--- src/rtl/riscv_seq_ctrl.sv ---
// rtl/riscv_seq_ctrl.sv - multi-cycle RV32 ALU/branch instruction sequencer
//
// Purpose: fetches an instruction over a req/ack port, decodes R/I/B types,
// drives datapath controls, resolves branches, writes back and counts retires.
// Ports:
//   clk, reset                 clock and synchronous active-high reset
//   start, stop                run control (start in IDLE, stop at instruction end)
//   imem_req/addr/ack/rdata    instruction fetch handshake
//   alu_sel, alu_control       instruction class and funct3
//   rs1/rs2/rd_addr, imm       register addresses and sign-extended immediate
//   alu_en, bt, rf_we          exec strobe, branch-taken input, writeback strobe
//   pc, busy, fault, retired   status
module riscv_seq_ctrl #(
    parameter logic [31:0] RESET_PC      = 32'h0000_0000,
    parameter int          EXEC_CYCLES   = 2,
    parameter int          FETCH_TIMEOUT = 15
) (
    input  logic        clk,
    input  logic        reset,
    input  logic        start,
    input  logic        stop,
    output logic        imem_req,
    output logic [31:0] imem_addr,
    input  logic        imem_ack,
    input  logic [31:0] imem_rdata,
    output logic [1:0]  alu_sel,
    output logic [2:0]  alu_control,
    output logic [4:0]  rs1_addr,
    output logic [4:0]  rs2_addr,
    output logic [4:0]  rd_addr,
    output logic [31:0] imm,
    output logic        alu_en,
    input  logic        bt,
    output logic        rf_we,
    output logic [31:0] pc,
    output logic        busy,
    output logic [1:0]  fault,
    output logic [31:0] retired
);

    localparam logic [2:0] S_IDLE   = 3'd0;
    localparam logic [2:0] S_FETCH  = 3'd1;
    localparam logic [2:0] S_DECODE = 3'd2;
    localparam logic [2:0] S_EXEC   = 3'd3;
    localparam logic [2:0] S_WB     = 3'd4;
    localparam logic [2:0] S_HALT   = 3'd5;

    localparam logic [6:0] OP_R = 7'b0110011;
    localparam logic [6:0] OP_I = 7'b0010011;
    localparam logic [6:0] OP_B = 7'b1100011;

    localparam logic [7:0] FETCH_LAST = 8'(FETCH_TIMEOUT - 1);
    localparam logic [3:0] EXEC_LAST  = 4'(EXEC_CYCLES - 1);

    logic [2:0]  state;
    logic [31:0] instr;
    logic [7:0]  fetch_cnt;
    logic [3:0]  exec_cnt;

    // Decode of the incoming word so fields are already valid during DECODE
    // and then hold until the next fetch completes.
    logic [1:0]  d_sel;
    logic [4:0]  d_rd;
    logic [31:0] d_imm;
    logic [6:0]  d_op;

    always_comb begin
        d_op  = imem_rdata[6:0];
        d_sel = 2'b00;
        d_rd  = imem_rdata[11:7];
        d_imm = 32'h0;
        if (d_op == OP_I) begin
            d_sel = 2'b01;
            d_imm = {{20{imem_rdata[31]}}, imem_rdata[31:20]};
        end else if (d_op == OP_B) begin
            d_sel = 2'b10;
            d_rd  = 5'd0;
            d_imm = {{20{imem_rdata[31]}}, imem_rdata[7], imem_rdata[30:25],
                     imem_rdata[11:8], 1'b0};
        end
    end

    // Legality check on the latched instruction, used in DECODE.
    logic legal;
    always_comb begin
        case (instr[6:0])
            OP_R:    legal = (instr[14:12] <= 3'b100);
            OP_I:    legal = (instr[14:12] <= 3'b001);
            OP_B:    legal = (instr[14:12] <= 3'b011);
            default: legal = 1'b0;
        endcase
    end

    logic [31:0] branch_tgt;
    assign branch_tgt = pc + imm;

    assign imem_req  = (state == S_FETCH);
    assign imem_addr = pc;
    assign busy      = (state == S_FETCH) || (state == S_DECODE) ||
                       (state == S_EXEC)  || (state == S_WB);
    assign alu_en    = (state == S_EXEC) && (exec_cnt == 4'd0);
    assign rf_we     = (state == S_WB) && (rd_addr != 5'd0);

    always_ff @(posedge clk) begin
        if (reset) begin
            state       <= S_IDLE;
            pc          <= RESET_PC;
            instr       <= 32'h0;
            imm         <= 32'h0;
            retired     <= 32'h0;
            alu_sel     <= 2'b00;
            alu_control <= 3'b000;
            rs1_addr    <= 5'd0;
            rs2_addr    <= 5'd0;
            rd_addr     <= 5'd0;
            fault       <= 2'b00;
            fetch_cnt   <= 8'd0;
            exec_cnt    <= 4'd0;
        end else begin
            case (state)
                S_IDLE: begin
                    fetch_cnt <= 8'd0;
                    if (start) state <= S_FETCH;
                end
                S_FETCH: begin
                    // Ack is checked first so an ack on the timeout cycle wins.
                    if (imem_ack) begin
                        instr       <= imem_rdata;
                        alu_sel     <= d_sel;
                        alu_control <= imem_rdata[14:12];
                        rs1_addr    <= imem_rdata[19:15];
                        rs2_addr    <= imem_rdata[24:20];
                        rd_addr     <= d_rd;
                        imm         <= d_imm;
                        state       <= S_DECODE;
                    end else if (fetch_cnt == FETCH_LAST) begin
                        fault <= 2'b10;
                        state <= S_HALT;
                    end else begin
                        fetch_cnt <= fetch_cnt + 8'd1;
                    end
                end
                S_DECODE: begin
                    exec_cnt <= 4'd0;
                    if (legal) begin
                        state <= S_EXEC;
                    end else begin
                        fault <= 2'b01;
                        state <= S_HALT;
                    end
                end
                S_EXEC: begin
                    if (exec_cnt != EXEC_LAST) begin
                        exec_cnt <= exec_cnt + 4'd1;
                    end else if (alu_sel == 2'b10) begin
                        if (bt && (branch_tgt[1:0] != 2'b00)) begin
                            fault <= 2'b11;
                            state <= S_HALT;
                        end else begin
                            pc        <= bt ? branch_tgt : pc + 32'd4;
                            retired   <= retired + 32'd1;
                            fetch_cnt <= 8'd0;
                            state     <= stop ? S_IDLE : S_FETCH;
                        end
                    end else begin
                        state <= S_WB;
                    end
                end
                S_WB: begin
                    pc        <= pc + 32'd4;
                    retired   <= retired + 32'd1;
                    fetch_cnt <= 8'd0;
                    state     <= stop ? S_IDLE : S_FETCH;
                end
                S_HALT: state <= S_HALT;
                default: state <= S_IDLE;
            endcase
        end
    end

endmodule

--- config.mk ---
export PLATFORM = sky130hd
export DESIGN_NAME = riscv_seq_ctrl
export DESIGN_NICKNAME = d
export VERILOG_FILES = /design/src/rtl/riscv_seq_ctrl.sv
export SDC_FILE = /design/constraint.sdc
export NUM_CORES = 1
export LEC_CHECK = 0
export CAP_MARGIN = 20
export CORE_MARGIN = 1.5
export CORE_UTILIZATION = 38
export CTS_CLUSTER_DIAMETER = 40
export DETAILED_ROUTE_END_ITERATION = 8
export GPL_TIMING_DRIVEN = 0
export PLACE_DENSITY = 0.67
export SKIP_CTS_REPAIR_TIMING = 1
export SYNTH_ARGS = -nofsm -noshare
export SYNTH_HDL_FRONTEND = slang
export SYNTH_SLANG_ARGS = --single-unit
--- constraint.sdc ---
create_clock -name clk -period 3 [get_ports clk]
set_clock_uncertainty 0.2 [all_clocks]
set_input_delay 0.6 -clock clk [delete_from_list [all_inputs] [get_ports clk]]
set_output_delay 0.6 -clock clk [all_outputs]
set_load 0.05 [all_outputs]
==> impl_results.md <==
* Main flop type after synthesis: dfxtp_1
* FMAX at 320.3 MHz
* Critical Path, Cell by Cell: ha_4 -> fa_2 -> o21ai_4 -> nand2_4 -> o31ai_4 -> nand4_4 -> nor4_4 -> buf_4 -> nand4_1 -> xor2_1 -> nor2_1
* Startpoint types: flip-flop
* Worst Hold Depth at 2
* Initial core utilization at 39.01%
* Status: complete, but fails checks
* Die Wd at around 140 µm
* LEAKAGE at ~4.3 nW
* Area of the multi-input gates at 4961 µm²
* Final Hold Fails at 0
* Htree depth at 4
* Post-Place Setup Slack at -0.4697 ns
* RSZ-0062 raised after global routing: true
* Share of flip-flops with an asynchronous set or reset at 0%
* Largest net degree at the start of global routing at between 40 and 50
* Yosys cell types at 66
* Final Slew Violations at 0
* Pwr dens at 401.4 nW/µm²
* Inserted Clock Buffers at 17
* Die Span Y at between 100 and 150 µm
* Clock Root Buffer: clkbuf_16
* Die area at 20970 µm²
* Dpl cells at 1454
* DRC Markers at 0
* Antenna cells at 0
* Max-slew headroom at about two fifths
* Overflow left after global routing at 0
* Vias per inst at 5.474
* CTS clk-pin slew, worst paths at approximately 0.060 ns
* Post-synthesis sequential area ratio at between 30% and 40%
* Worst Setup Path Type: reg -> reg
* Detailed-router iteration count before antenna repair at 5
* Per-cell routed wire length at around 17 µm
* CP max stage delay at roughly 0.48 ns
* CTS tree: yes
* CTS sink count at 121
* Max-capacitance violation count at 0
* Syn Nets at about 1100
* Synth top area share at 31.70%
* All-layer global routing usage at between 20% and 30%
* Io pins at approximately 190
* Synth top area cells: dfxtp_1, a21oi_1, ha_1
* Core area at 19590 µm²
* Post-synth EDFFs at 0
* CP max stage cell: nor4_4
* Syn avg cell area at ~7.7 µm²
* Gpl congestion at between 0.8 and 0.9
* Layout area overhead at 45.78%
* Final setup violating endpoints at 16
* Max clock buf depth at 2
* Post-layout min period at roughly 3.1 ns
* Final nets at approximately 1300
* Worst Path Required at just over 3 ns
* Antenna Violating Nets Remaining at 0
* Worst-Margin Slew at a little over 0.9 ns
* DP HPWL at approximately 18 mm
* Layout cell share with drive strength beyond 1 at around 17%
* Hold Path Class: reg -> reg
* CP Capture Type: flip-flop
* Initial antenna violation count at 0
* Yosys reg bits at roughly 120
* Worst skew pair latency at about 0.42 ns
* Cell Count, Final, Fillers Out at between 1500 and 2000
* Synth Instances at around 1000
* Ys Warns at 0
* Failing checks: setup timing
* Synth area leader: dfxtp_1
* Iter 0 DRT Violations at 501
* FILL cells at 1858
* Worst path buffer plus inverter count at 1
* Final WS setup at -0.1218 ns
* Routed WL at ~26 mm
* Cell family with the largest share of critical-path delay: simple AND/OR/NAND/NOR gates
* Row count at 51
* Synthesized area at ~7600 µm²
* Register area at ~2400 µm²
* R2R depth at 11
* Number of global-route vias before repair at about 7600
* Vias at approximately 8300
* First-pass GRT wire length at 38.99 mm
* CP max FO at 6
* WP depth at 11
* I/O Buffers at 190
* CP arrival at 3.21 ns
* VDD IR max at 0.3937 mV
* Final worst-path cycle share at 104.1%
==> metrics by stage <==
stage	TNS, ns	cell area, µm²	power (W)	util [%]	hold WS [ns]
finish	-0.8002	11140	0.004472	56.87	0.2540
global route	-3.684	11140	0.004612	56.87	0.2754
CTS	-12.57	10570	0.004458	53.96	0.2537
detailed placement	-15.87	9943	0.002280	50.76	0.2465
global placement	-19.86	9938	0.002278	50.73	0.2410
floorplan	0	7705	0.002065	-	0.2363
==> layer usage <==
metal  up-vias  global-route usage, %  wire [µm]
met1      3870                  30.15      11130
met3        39                  5.726       1982
met2       355                  39.27      12060
met5         -                      0          0
met4         0                  6.964        376
li1       4012                      -          -
==> power breakdown <==
part           total [W]  leakage, nW  switching (W)  internal [W]
Sequential       0.00168        0.986      0.0000379       0.00164
Combinational   0.000597         2.99       0.000383      0.000214
Clock            0.00220        0.299       0.000805       0.00139
==> sequential cells by signal (all words and copies together), names as in the netlist <==
register and count:
imem_addr 32, rd_addr 5, rs1_addr 5, rs2_addr 5, alu_sel 2, state 3, imm 13, instr 7
fault 2, alu_control 3, exec_cnt 4, fetch_cnt 8, retired 32
==> final timing paths <==
kind,from,end,slack [ns]
max reg2reg,imem_addr[0],retired[31],-0.12
max,imem_addr[0],retired[31],-0.12
min reg2reg,rs2_addr[3],rs2_addr[3],0.25
min,rs2_addr[3],rs2_addr[3],0.25
==> layout by cell type, fill, tap and decap left out, types with 17 or more instances in the layout <==
cell / synthesis / routed
clkdlybuf4s50_1: 0 / 185
nor2_1: 115 / 111
a21oi_1: 113 / 111
nand2_1: 115 / 106
dfxtp_1: 121 / 106
buf_4: 54 / 81
o21ai_0: 56 / 53
nand3_1: 35 / 32
clkbuf_1: 41 / 29
ha_1: 38 / 29
xor2_1: 28 / 28
nor3_1: 28 / 24
and3_1: 24 / 23
xnor2_1: 23 / 22
nand4_1: 21 / 21
a22oi_1: 19 / 19
clkbuf_16: 0 / 17
==> cell families after synthesis <==
group | synth area share [%]
mux | 0.3929
simple gates | 25.46
fa+ha+maj | 6.483
flops | 31.70
buf+inv | 8.006
xor+xnor | 5.845
compound gates | 22.12
==> cell usage after synthesis (3+ instances only) <==
cell	n
xnor2_1	23
nor4_1	5
inv_1	12
xor2_1	28
or4_1	3
o21a_1	4
a22o_1	3
nand2b_1	4
a41oi_1	3
and2_1	4
a31oi_1	8
nand4_1	21
nor2_1	115
a21oi_1	113
nand3_1	35
o211ai_1	4
ha_1	38
clkbuf_1	41
a221oi_1	7
nor3_1	28
buf_4	54
o31ai_1	4
nor4b_1	3
a2111oi_0	4
o21ai_0	56
or2_2	3
o21bai_1	5
a21o_1	16
nand2_1	115
nand3b_1	6
dfxtp_1	121
mux2i_1	3
or3_1	11
a22oi_1	19
and3_1	24
a211oi_1	8
nor2b_1	12
==> cell type report <==
class	instances	area share, %
tap	265	2.976
buffer	94	5.177
sequential	121	21.98
inverter	12	0.4043
timing repair buffer	220	19.31
clock buffer	17	3.819
clock inverter	15	1.808
multi-input combinational	768	44.53
==> worst min-delay path, stage by stage, from the launching register on <==
cell and delay (ns):
dfxtp_1 0.31, nand2_1 0.05, a21oi_1 0.05
Power figures use the tool's default switching activity.
==> variant, RTL diff (config.mk and constraints unchanged) <==
Put one more register stage on the output `retired`. The value now appears one clock later. The other outputs are not delayed to match.
--- a/src/rtl/riscv_seq_ctrl.sv
+++ b/src/rtl/riscv_seq_ctrl.sv
@@ -53,2 +53,4 @@
     localparam logic [3:0] EXEC_LAST  = 4'(EXEC_CYCLES - 1);
+
+    logic [31:0] retired_s0;
 
@@ -109,3 +111,3 @@
             imm         <= 32'h0;
-            retired     <= 32'h0;
+            retired_s0  <= 32'h0;
             alu_sel     <= 2'b00;
@@ -160,3 +162,3 @@
                             pc        <= bt ? branch_tgt : pc + 32'd4;
-                            retired   <= retired + 32'd1;
+                            retired_s0 <= retired_s0 + 32'd1;
                             fetch_cnt <= 8'd0;
@@ -170,3 +172,3 @@
                     pc        <= pc + 32'd4;
-                    retired   <= retired + 32'd1;
+                    retired_s0 <= retired_s0 + 32'd1;
                     fetch_cnt <= 8'd0;
@@ -180,2 +182,6 @@
 
+    always_ff @(posedge clk) begin
+        retired <= retired_s0;
+    end
+
 endmodule
Formal check against the unedited RTL: not equivalent (a bounded check fails within 10 cycles, from zero or initial values and one cycle with reset high).
==> variant against the original RTL <==
- the run still ends with negative setup slack left
- combinational power rose by 15%
- area after synthesis is 9.4% higher
- power grew 10%
- sequential power increased by 26%
- setup slack improved by 0.067 ns
- cell area up 5.6%
- sequential cell count grew 32
- wire length shrank 4.1%
- first-iteration DRC count unchanged
- via count decreased by 1.1%
- critical path type unchanged
- largest cell class unchanged
- highest routed layer unchanged
==> variant: results (changes against the original RTL) <==
* Status: complete, but fails checks (unchanged)
* Violated checks: negative setup slack (unchanged)
* Crit Path Max Fanout at 5 (was 6)
* Sequential-to-total area share from yosys stat at 36.6% (was 31.7%)
* Finish-stage setup viols at 4 (was 16)
* Pre-CTS WS at -0.438 ns (was -0.470 ns)
* Async SR Flop Fraction at 0% (unchanged)
* Crit-path leading delay family: simple AND/OR/NAND/NOR gates (unchanged)
* Gr usage total at 20.9% (was 23.6%)
* Avg Cell Area, Syn at 8.04 µm² (was 7.66 µm²)
* Inst Count DP at 1,511 (was 1,454)
* CP peak stage delay at 0.43 ns (was 0.48 ns)
* Via-to-Cell Ratio at 5.25 (was 5.47)
* Layout area overhead at 40.7% (was 45.8%)
* Vias in the first global route at 7,404 (was 7,575)
* First-pass GRT wire length at 37.9 mm (was 39.0 mm)
* Synthesis Warnings at 0 (unchanged)
* Crit path DAT at 3.20 ns (was 3.21 ns)
* Final worst slack at -0.0546 ns (was -0.122 ns)
* CTS Root Cell: clkbuf_16 (unchanged)
* DP HPWL at 17.6 mm (was 18.3 mm)
* Most area-consuming cells after synthesis: dfxtp_1 37%, a21oi_1 6.5%, ha_1 5.7% (was dfxtp_1 32%, a21oi_1 7.4%, ha_1 6.2%)
* Most common cell in the netlist: dfxtp_1 (unchanged)
* CP max-delay cell: fa_2 (was nor4_4)
* Type of the most critical hold path: reg -> reg (unchanged)
* Slew at the pin closest to its max-slew limit at 0.771 ns (was 0.905 ns)
* Final GP Congestion at 0.857 (was 0.858)
* Reg clk slew, reported paths at 0.06 ns (about the same)
* # H-tree levels at 4 (unchanged)
* Largest net degree at the start of global routing at 42 (was 45)
* Clock latency on the worst-skew pair at 0.42 ns (about the same)
* DRT iter0 DRCs at 501 (unchanged)
* Vias at 8,187 (was 8,276)
* Layout cells sized above 1 at 16.8% (was 16.5%)
* WL per Instance at 15.7 µm (was 16.9 µm)
* Lkg Pwr at 4.43 nW (was 4.27 nW)
* Synth cell count leaders: 153 x dfxtp_1, 119 x nand2_1, 113 x nor2_1, 108 x a21oi_1, 56 x o21ai_0 (was 121 x dfxtp_1, 115 x nand2_1, 115 x nor2_1, 113 x a21oi_1, 56 x o21ai_0)
* IO buf count at 191 (was 190)
* IR Drop Worst-Case VDD at 0.000461 V (was 0.000394 V)
* Initial antenna violation count at 0 (unchanged)
* Clock buffer depth at 2 (unchanged)
* Number of distinct library cells after synthesis at 75 (was 66)
* Synth Net Count at 1,117 (was 1,075)
* Nets at 1,345 (was 1,311)
variant: cell count changes after synthesis, moves of 6 or more:
cell / change
inv_1: +7
or3_1: +6
dfxtp_1: +32
buf_2: +6
clkbuf_1: -11
a211oi_1: +11
variant: final timing paths:
path,startpoint,end,slack (ns),depth (start not counted)
setup / recovery,imem_addr[0],retired_s0[31],-0.05,11
hold / removal,retired_s0[31],retired[31],0.16,0
setup reg to reg,imem_addr[0],retired_s0[31],-0.05,11
hold reg to reg,retired_s0[31],retired[31],0.16,0
variant: metrics by stage:
step	util [%]	TNS (ns)	cell area, µm²	hold slack (ns)
5_1_grt	54.2	-2.56	11800	0.172
4_1_cts	51.7	-16.56	11200	0.167
3_3_place_gp	49.1	-17.23	10600	0.162
6_report	54.2	-0.126	11800	0.165
3_5_place_dp	49.1	-18.95	10600	0.161
2_1_floorplan	-	0	8380	0.139
variant: area by class of cell:
type,instances,area [µm²]
clock inverters,12,141
inverters,19,71.3
plain buffers,93,604
well taps,280,350
flip-flops and latches,153,3100
repair buffers,214,2110
clock buffers,19,433
fillers,2015,9930
multi-input cells,770,4950
variant: cells by family (layout without fill, tap and decap cells):
group | Yosys count | in the layout | synth area share, %
AOI/OAI and AO/OA | 275 | 275 | 20.5
xor gates and xnor gates | 50 | 50 | 5.24
adders and majority gates | 39 | 39 | 5.93
buffers and inverters | 117 | 357 | 7.95
DFF | 153 | 153 | 36.6
muxes | 4 | 4 | 0.494
and+or+nand+nor | 402 | 402 | 23.2
variant: worst register-to-register path: stages, from the launching register on:
cell	delay, ns
dfxtp_4	0.36
ha_4	0.14
fa_2	0.43
o21ai_2	0.20
nand2b_1	0.12
or2_4	0.27
a21oi_4	0.23
buf_12	0.16
nand4_1	0.12
or2_1	0.27
or3_1	0.35
a21oi_1	0.14
variant: power breakdown:
group          leakage [nW]  internal [mW]  switching (mW)
Clock                 0.277           1.23           0.880
Combinational          2.91          0.255           0.430
Sequential             1.24           2.07          0.0483
variant: per-layer routing:
layer / global-route usage, % / share of wire (%) / vias up
met1: 28.1 / 47 / 3763
met3: 5.06 / 6.4 / 13
li1: - / - / 4121
met5: 0 / 0 / -
met2: 34.1 / 46 / 290
met4: 4.17 / 0.67 / 0
